[src/rtl/serial_adder_if.sv]
// -----------------------------------------------------------------------------
// serial_adder_if
//   Handshake and data bundle between a requester and the bit-serial adder.
//   The requester raises start with operands a/b. The adder reports busy while
//   it works, then pulses done for one cycle. sum/carry are valid on done and
//   stay held until the next accepted start.
//
//   Signals (WIDTH = operand width):
//     start  req -> adder   request, only sampled while the adder is idle
//     a, b   req -> adder   operands, captured on the accepted start edge
//     busy   adder -> req   high while the add is in progress
//     done   adder -> req   one-cycle pulse, result valid
//     sum    adder -> req   a+b mod 2^WIDTH
//     carry  adder -> req   carry-out of the MSB
// -----------------------------------------------------------------------------
interface serial_adder_if #(
  parameter int WIDTH = 8
) ();
  logic             start;
  logic [WIDTH-1:0] a;
  logic [WIDTH-1:0] b;
  logic             busy;
  logic             done;
  logic [WIDTH-1:0] sum;
  logic             carry;

  modport master (
    output start, a, b,
    input  busy, done, sum, carry
  );

  modport slave (
    input  start, a, b,
    output busy, done, sum, carry
  );
endinterface : serial_adder_if

[src/rtl/serial_adder.sv]
// -----------------------------------------------------------------------------
// serial_adder
//   Bit-serial WIDTH-bit adder, LSB first. It has one full-adder cell, built
//   from two half adders and an OR, and a carry flip-flop. Each clock adds one
//   bit pair. The result comes back as a parallel sum plus carry-out through
//   a start/busy/done handshake.
//
//   Ports:
//     clk    rising-edge clock
//     rst_n  asynchronous active-low reset (release expected synchronous)
//     bus    serial_adder_if.slave: start/a/b in, busy/done/sum/carry out
//
//   Timing: start is accepted at edge E0. busy is high from E0 through
//   E0+WIDTH. done is high for the cycle after E0+WIDTH. The earliest next
//   accept is at E0+WIDTH+2. All outputs come from registers.
// -----------------------------------------------------------------------------
module serial_adder #(
  parameter int WIDTH = 8
) (
  input  logic           clk,
  input  logic           rst_n,
  serial_adder_if.slave  bus
);

  localparam int CW = $clog2(WIDTH + 1);

  typedef enum logic [1:0] {
    IDLE = 2'd0,
    ADD  = 2'd1,
    DONE = 2'd2
  } state_t;

  state_t           state;
  logic [WIDTH-1:0] op_a;
  logic [WIDTH-1:0] op_b;
  logic [WIDTH-1:0] sum_q;
  logic             carry_q;
  logic             c_ff;
  logic [CW-1:0]    cnt;
  logic             busy_q;
  logic             done_q;

  // Full-adder cell on the current LSBs: two half adders plus an OR.
  logic ha1_s, ha1_c, ha2_c;
  logic fa_s, fa_c;

  assign ha1_s = op_a[0] ^ op_b[0];
  assign ha1_c = op_a[0] & op_b[0];
  assign fa_s  = ha1_s ^ c_ff;
  assign ha2_c = ha1_s & c_ff;
  assign fa_c  = ha1_c | ha2_c;

  // True on the WIDTH-th ADD edge. That edge produces the MSB of the sum.
  logic last_bit;
  assign last_bit = (cnt == CW'(WIDTH - 1));

  // NOTE: all state updates use non-blocking assignment. Every register then
  // samples the pre-edge values, so the full-adder inputs are consistent.
  always_ff @(posedge clk or negedge rst_n) begin
    if (!rst_n) begin
      state   <= IDLE;
      op_a    <= '0;
      op_b    <= '0;
      sum_q   <= '0;
      carry_q <= 1'b0;
      c_ff    <= 1'b0;
      cnt     <= '0;
      busy_q  <= 1'b0;
      done_q  <= 1'b0;
    end else begin
      case (state)
        IDLE: begin
          done_q <= 1'b0;
          if (bus.start) begin
            op_a   <= bus.a;
            op_b   <= bus.b;
            c_ff   <= 1'b0;
            cnt    <= '0;
            busy_q <= 1'b1;
            state  <= ADD;
          end
        end

        ADD: begin
          // Result bits enter at the MSB and move right. After WIDTH shifts,
          // bit 0 of the sum has reached position 0.
          sum_q <= {fa_s, sum_q[WIDTH-1:1]};
          op_a  <= op_a >> 1;
          op_b  <= op_b >> 1;
          c_ff  <= fa_c;
          cnt   <= cnt + CW'(1);
          if (last_bit) begin
            carry_q <= fa_c;
            busy_q  <= 1'b0;
            done_q  <= 1'b1;
            state   <= DONE;
          end
        end

        DONE: begin
          done_q <= 1'b0;
          state  <= IDLE;
        end

        default: begin
          busy_q <= 1'b0;
          done_q <= 1'b0;
          state  <= IDLE;
        end
      endcase
    end
  end

  assign bus.busy  = busy_q;
  assign bus.done  = done_q;
  assign bus.sum   = sum_q;
  assign bus.carry = carry_q;

endmodule : serial_adder
[src/flat_wrapper.sv]
// flat-port wrapper written by rule: the top's interface ports become plain ports
module serial_adder_flat 
#(
  parameter int WIDTH = 8
)
  (clk, rst_n, bus_start, bus_a, bus_b, bus_busy, bus_done, bus_sum, bus_carry);
  serial_adder_if #(.WIDTH(WIDTH)) bus_i ();
  input  logic clk;
  input  logic rst_n;
  input wire logic [$bits(bus_i.start)-1:0] bus_start;
  input wire logic [$bits(bus_i.a)-1:0] bus_a;
  input wire logic [$bits(bus_i.b)-1:0] bus_b;
  output wire logic [$bits(bus_i.busy)-1:0] bus_busy;
  output wire logic [$bits(bus_i.done)-1:0] bus_done;
  output wire logic [$bits(bus_i.sum)-1:0] bus_sum;
  output wire logic [$bits(bus_i.carry)-1:0] bus_carry;
  assign bus_i.start = bus_start;
  assign bus_i.a = bus_a;
  assign bus_i.b = bus_b;
  assign bus_busy = bus_i.busy;
  assign bus_done = bus_i.done;
  assign bus_sum = bus_i.sum;
  assign bus_carry = bus_i.carry;
  serial_adder #(.WIDTH(WIDTH)) u_core (.clk(clk), .rst_n(rst_n), .bus(bus_i));
endmodule
[config.mk]
export PLATFORM = sky130hd
export DESIGN_NAME = serial_adder_flat
export DESIGN_NICKNAME = d
export VERILOG_FILES = /design/src/rtl/serial_adder_if.sv /design/src/rtl/serial_adder.sv /design/src/flat_wrapper.sv
export SDC_FILE = /design/constraint.sdc
export NUM_CORES = 1
export LEC_CHECK = 0
export CAP_MARGIN = 30
export CORE_UTILIZATION = 35
export CTS_CLUSTER_DIAMETER = 80
export DETAILED_ROUTE_END_ITERATION = 16
export SLEW_MARGIN = 20
export SYNTH_ARGS = -nofsm -noshare
export SYNTH_HDL_FRONTEND = slang
export SYNTH_SLANG_ARGS = --single-unit
[constraint.sdc]
create_clock -name clk -period 3.8 [get_ports clk]
set_clock_uncertainty 0.2 [all_clocks]
set_input_delay 0.57 -clock clk [delete_from_list [all_inputs] [get_ports clk]]
set_output_delay 0.57 -clock clk [all_outputs]
set_load 0.02 [all_outputs]
==> flow_metrics.env <==
export IMPL_outcome="complete, no violations"
export IMPL_crit_type="flip-flop to flip-flop"
export IMPL_p_int_uw=986
export IMPL_clk_pin_slew_ps=70
export IMPL_area_delta_synth_final_pct=26.2
export IMPL_cts_buffers=5
export IMPL_crit_chain="nor2b_2 > buf_4 > mux2_2"
export IMPL_wl_met3_um=179
export IMPL_setup_viol=0
export IMPL_peakVddDrop_mv=0.219
export IMPL_portBuffers=29
export IMPL_min_period_ps=2510
export IMPL_cts_buffer_depth=2
export IMPL_grt_usage_pct=14.9
export IMPL_grt_first_pass_wirelength_um=5510
export IMPL_p_leak_uw=0.000872
export IMPL_p_comb_share_pct=36.3
export IMPL_cts_hold_buf=0
export IMPL_die_w_um=69.4
export IMPL_yosysSeqAreaShare_pct=53.5
export IMPL_fmax_ghz=0.398
export IMPL_routedWlPerCell_um=15.1
export IMPL_fp_row_count=24
export IMPL_slew_violations=0
export IMPL_synth_area_sq_um=1590
export IMPL_remaining_drc_errors=0
export IMPL_htree_levels=2
export IMPL_die_area_sq_um=4820
export IMPL_cp_num_buf_inv=1
export IMPL_place_ws_ps=1280
export IMPL_final_common_cell="dfrtp_1"
export IMPL_slowest_stage="dfrtp_1"
export IMPL_grt_ovfl_total=0
export IMPL_drive_gt1_share_pct=14.1
export IMPL_ios=30
export IMPL_setup_tns_ps=0
export IMPL_die_h_um=69.4
export IMPL_first_global_vias=1137
export IMPL_drtIter0Drc=123
export IMPL_ys_ff_latch=34
export IMPL_core_region_area_sq_um=4350
export IMPL_start_util_pct=36.6
export IMPL_cp_max_fo=22
export IMPL_synth_cell_types=28
export IMPL_p_total_uw=1490
export IMPL_postCtsSetupRepairBufs=0
export IMPL_syn_num_nets=161
export IMPL_tightestPinTransition_ps=780
export IMPL_crit_required_ps=3770
export IMPL_postCtsResizedCells=0
export IMPL_routed_via_density=5.28
export IMPL_cp_start_kind="flip-flop"
export IMPL_drt_pass1_iterations=4
export IMPL_clkPwrFrac_pct=21.7
export IMPL_p_switching_uw=504
export IMPL_power_frac_seq_pct=42.0
export IMPL_routed_wl_um=3350
export IMPL_drv_cap=0
export IMPL_rsz0062_at_grt="no"
export IMPL_ant_nets=0
export IMPL_gp_congestion=0.716
export IMPL_fin_ws_ps=1290
export IMPL_critical_path_top_delay_family="flip-flops"
export IMPL_hold_path_class="flip-flop to flip-flop"
export IMPL_clock_sinks=34
export IMPL_wl_met2_um=1570
export IMPL_n_antenna_cell=0
export IMPL_hpwl_um=2210
export IMPL_postSynthAreaPerCell_sq_um=11.4
export IMPL_worstPathArrival_ps=2480
export IMPL_final_period_utilization_pct=66.1
export IMPL_antenna_found_initial=0
export IMPL_power_density_nw_per_um2=742
export IMPL_fin_nets=190
export IMPL_cts_tree="built"
export IMPL_clkLatencyLatePin_ps=280
export IMPL_grt_max_degree=35
export IMPL_drt_met1_wl_um=1550
export IMPL_syn_inst=140
export IMPL_vias=1173
export IMPL_yosys_warnings=0
export IMPL_critPathCaptureType="flip-flop"
export IMPL_ctsRootBufferMaster="clkbuf_8"
export IMPL_most_common_layout_cells="dfrtp_1 (34), clkdlybuf4s50_1 (29), a21oi_1 (18)"
export IMPL_slowest_delay_ps=770
export IMPL_swShare_pct=33.8
export IMPL_slew_headroom_pct=47.7
export IMPL_dr_max_layer_used="met4"
export IMPL_hold_viol=0
per-layer routing:
layer / up-vias / track usage (%)
met4: 0 / 5.44
met1: 575 / 18.6
met3: 4 / 5.23
met2: 31 / 23.8
met5: - / 0
li1: 563 / -
registers in the layout, summed over array words and instances, names as in the netlist:
name and flops:
u_core.bus.carry 1, u_core.op_a 8, u_core.bus.busy 1, u_core.bus.done 1, u_core.op_b 8, u_core.state 2, u_core.c_ff 1, u_core.cnt 4
u_core.bus.sum 8
cells by family after synthesis:
group | Yosys count | synth area share [%]
simple gates | 26 | 10.5
buf+inv | 12 | 4.87
flops | 34 | 53.5
fa+ha+maj | 2 | 2.04
mux | 11 | 8.25
compound gates | 55 | 20.9
worst register-to-register path: cells and delay by family (launching register included):
family                 cells  cell delay (ps)
flip-flops                 1              770
AND/OR/NAND/NOR            1              770
multiplexers               1              350
buffers and inverters      1              320
power by group through the flow:
stage                     sequential, uW  combinational (uW)  clock [uW]
after floorplan                      644                 338           0
after global placement               621                 534           0
after detailed placement             632                 543           0
after CTS                            626                 547         333
after global routing                 646                 592         349
final                                627                 541         323
cell type report:
type                    count  area (sq um)
fillers                   400          2350
inverters                   2          7.51
multi-input cells          94           663
repair buffers             32           313
flip-flops and latches     34           851
well taps                  52          65.1
clock buffers               5          68.8
clock inverters             3          40.0
synthesized netlist by cell type, drive strengths merged:
library cell	instances	area share (%)
mux2	11	8.3
o32ai	1	0.55
a21oi	18	5.7
nor2	2	0.47
o21bai	1	0.47
nand4	1	0.39
o21a	1	0.47
and3b	1	0.55
and2b	6	2.8
buf	7	3.7
dfrtp	34	53
inv	2	0.47
and2	1	0.55
a211oi	1	0.47
a22o	3	1.7
a22oi	14	6.6
nand3	1	0.31
o21ai	16	5.0
fa	1	1.3
ha	1	0.79
nor2b	12	4.9
nand2	2	0.47
clkbuf	3	0.71
path summary, 6_finish.rpt:
kind,from,endpoint,slack [ps],cells after the start
min reg2reg,u_core.bus.done,u_core.bus.done,310,1
max reg2reg,u_core.state[0],u_core.bus.sum[2],1290,3
min in group asynchronous,rst_n,u_core.op_b[7],480,2
min,u_core.bus.done,u_core.bus.done,310,1
max in group asynchronous,rst_n,u_core.bus.sum[6],2610,2
max,u_core.state[0],u_core.bus.sum[2],1290,3
metrics by stage:
step	util, %	instances	hold WS (ps)	area, sq um
global placement	43.6	214	290	1900
detailed placement	43.6	214	303	1900
floorplan	-	140	74.4	1590
global route	46.1	222	339	2010
finish	46.1	222	313	2010
CTS	46.1	222	314	2010
Power figures use the tool's default switching activity.
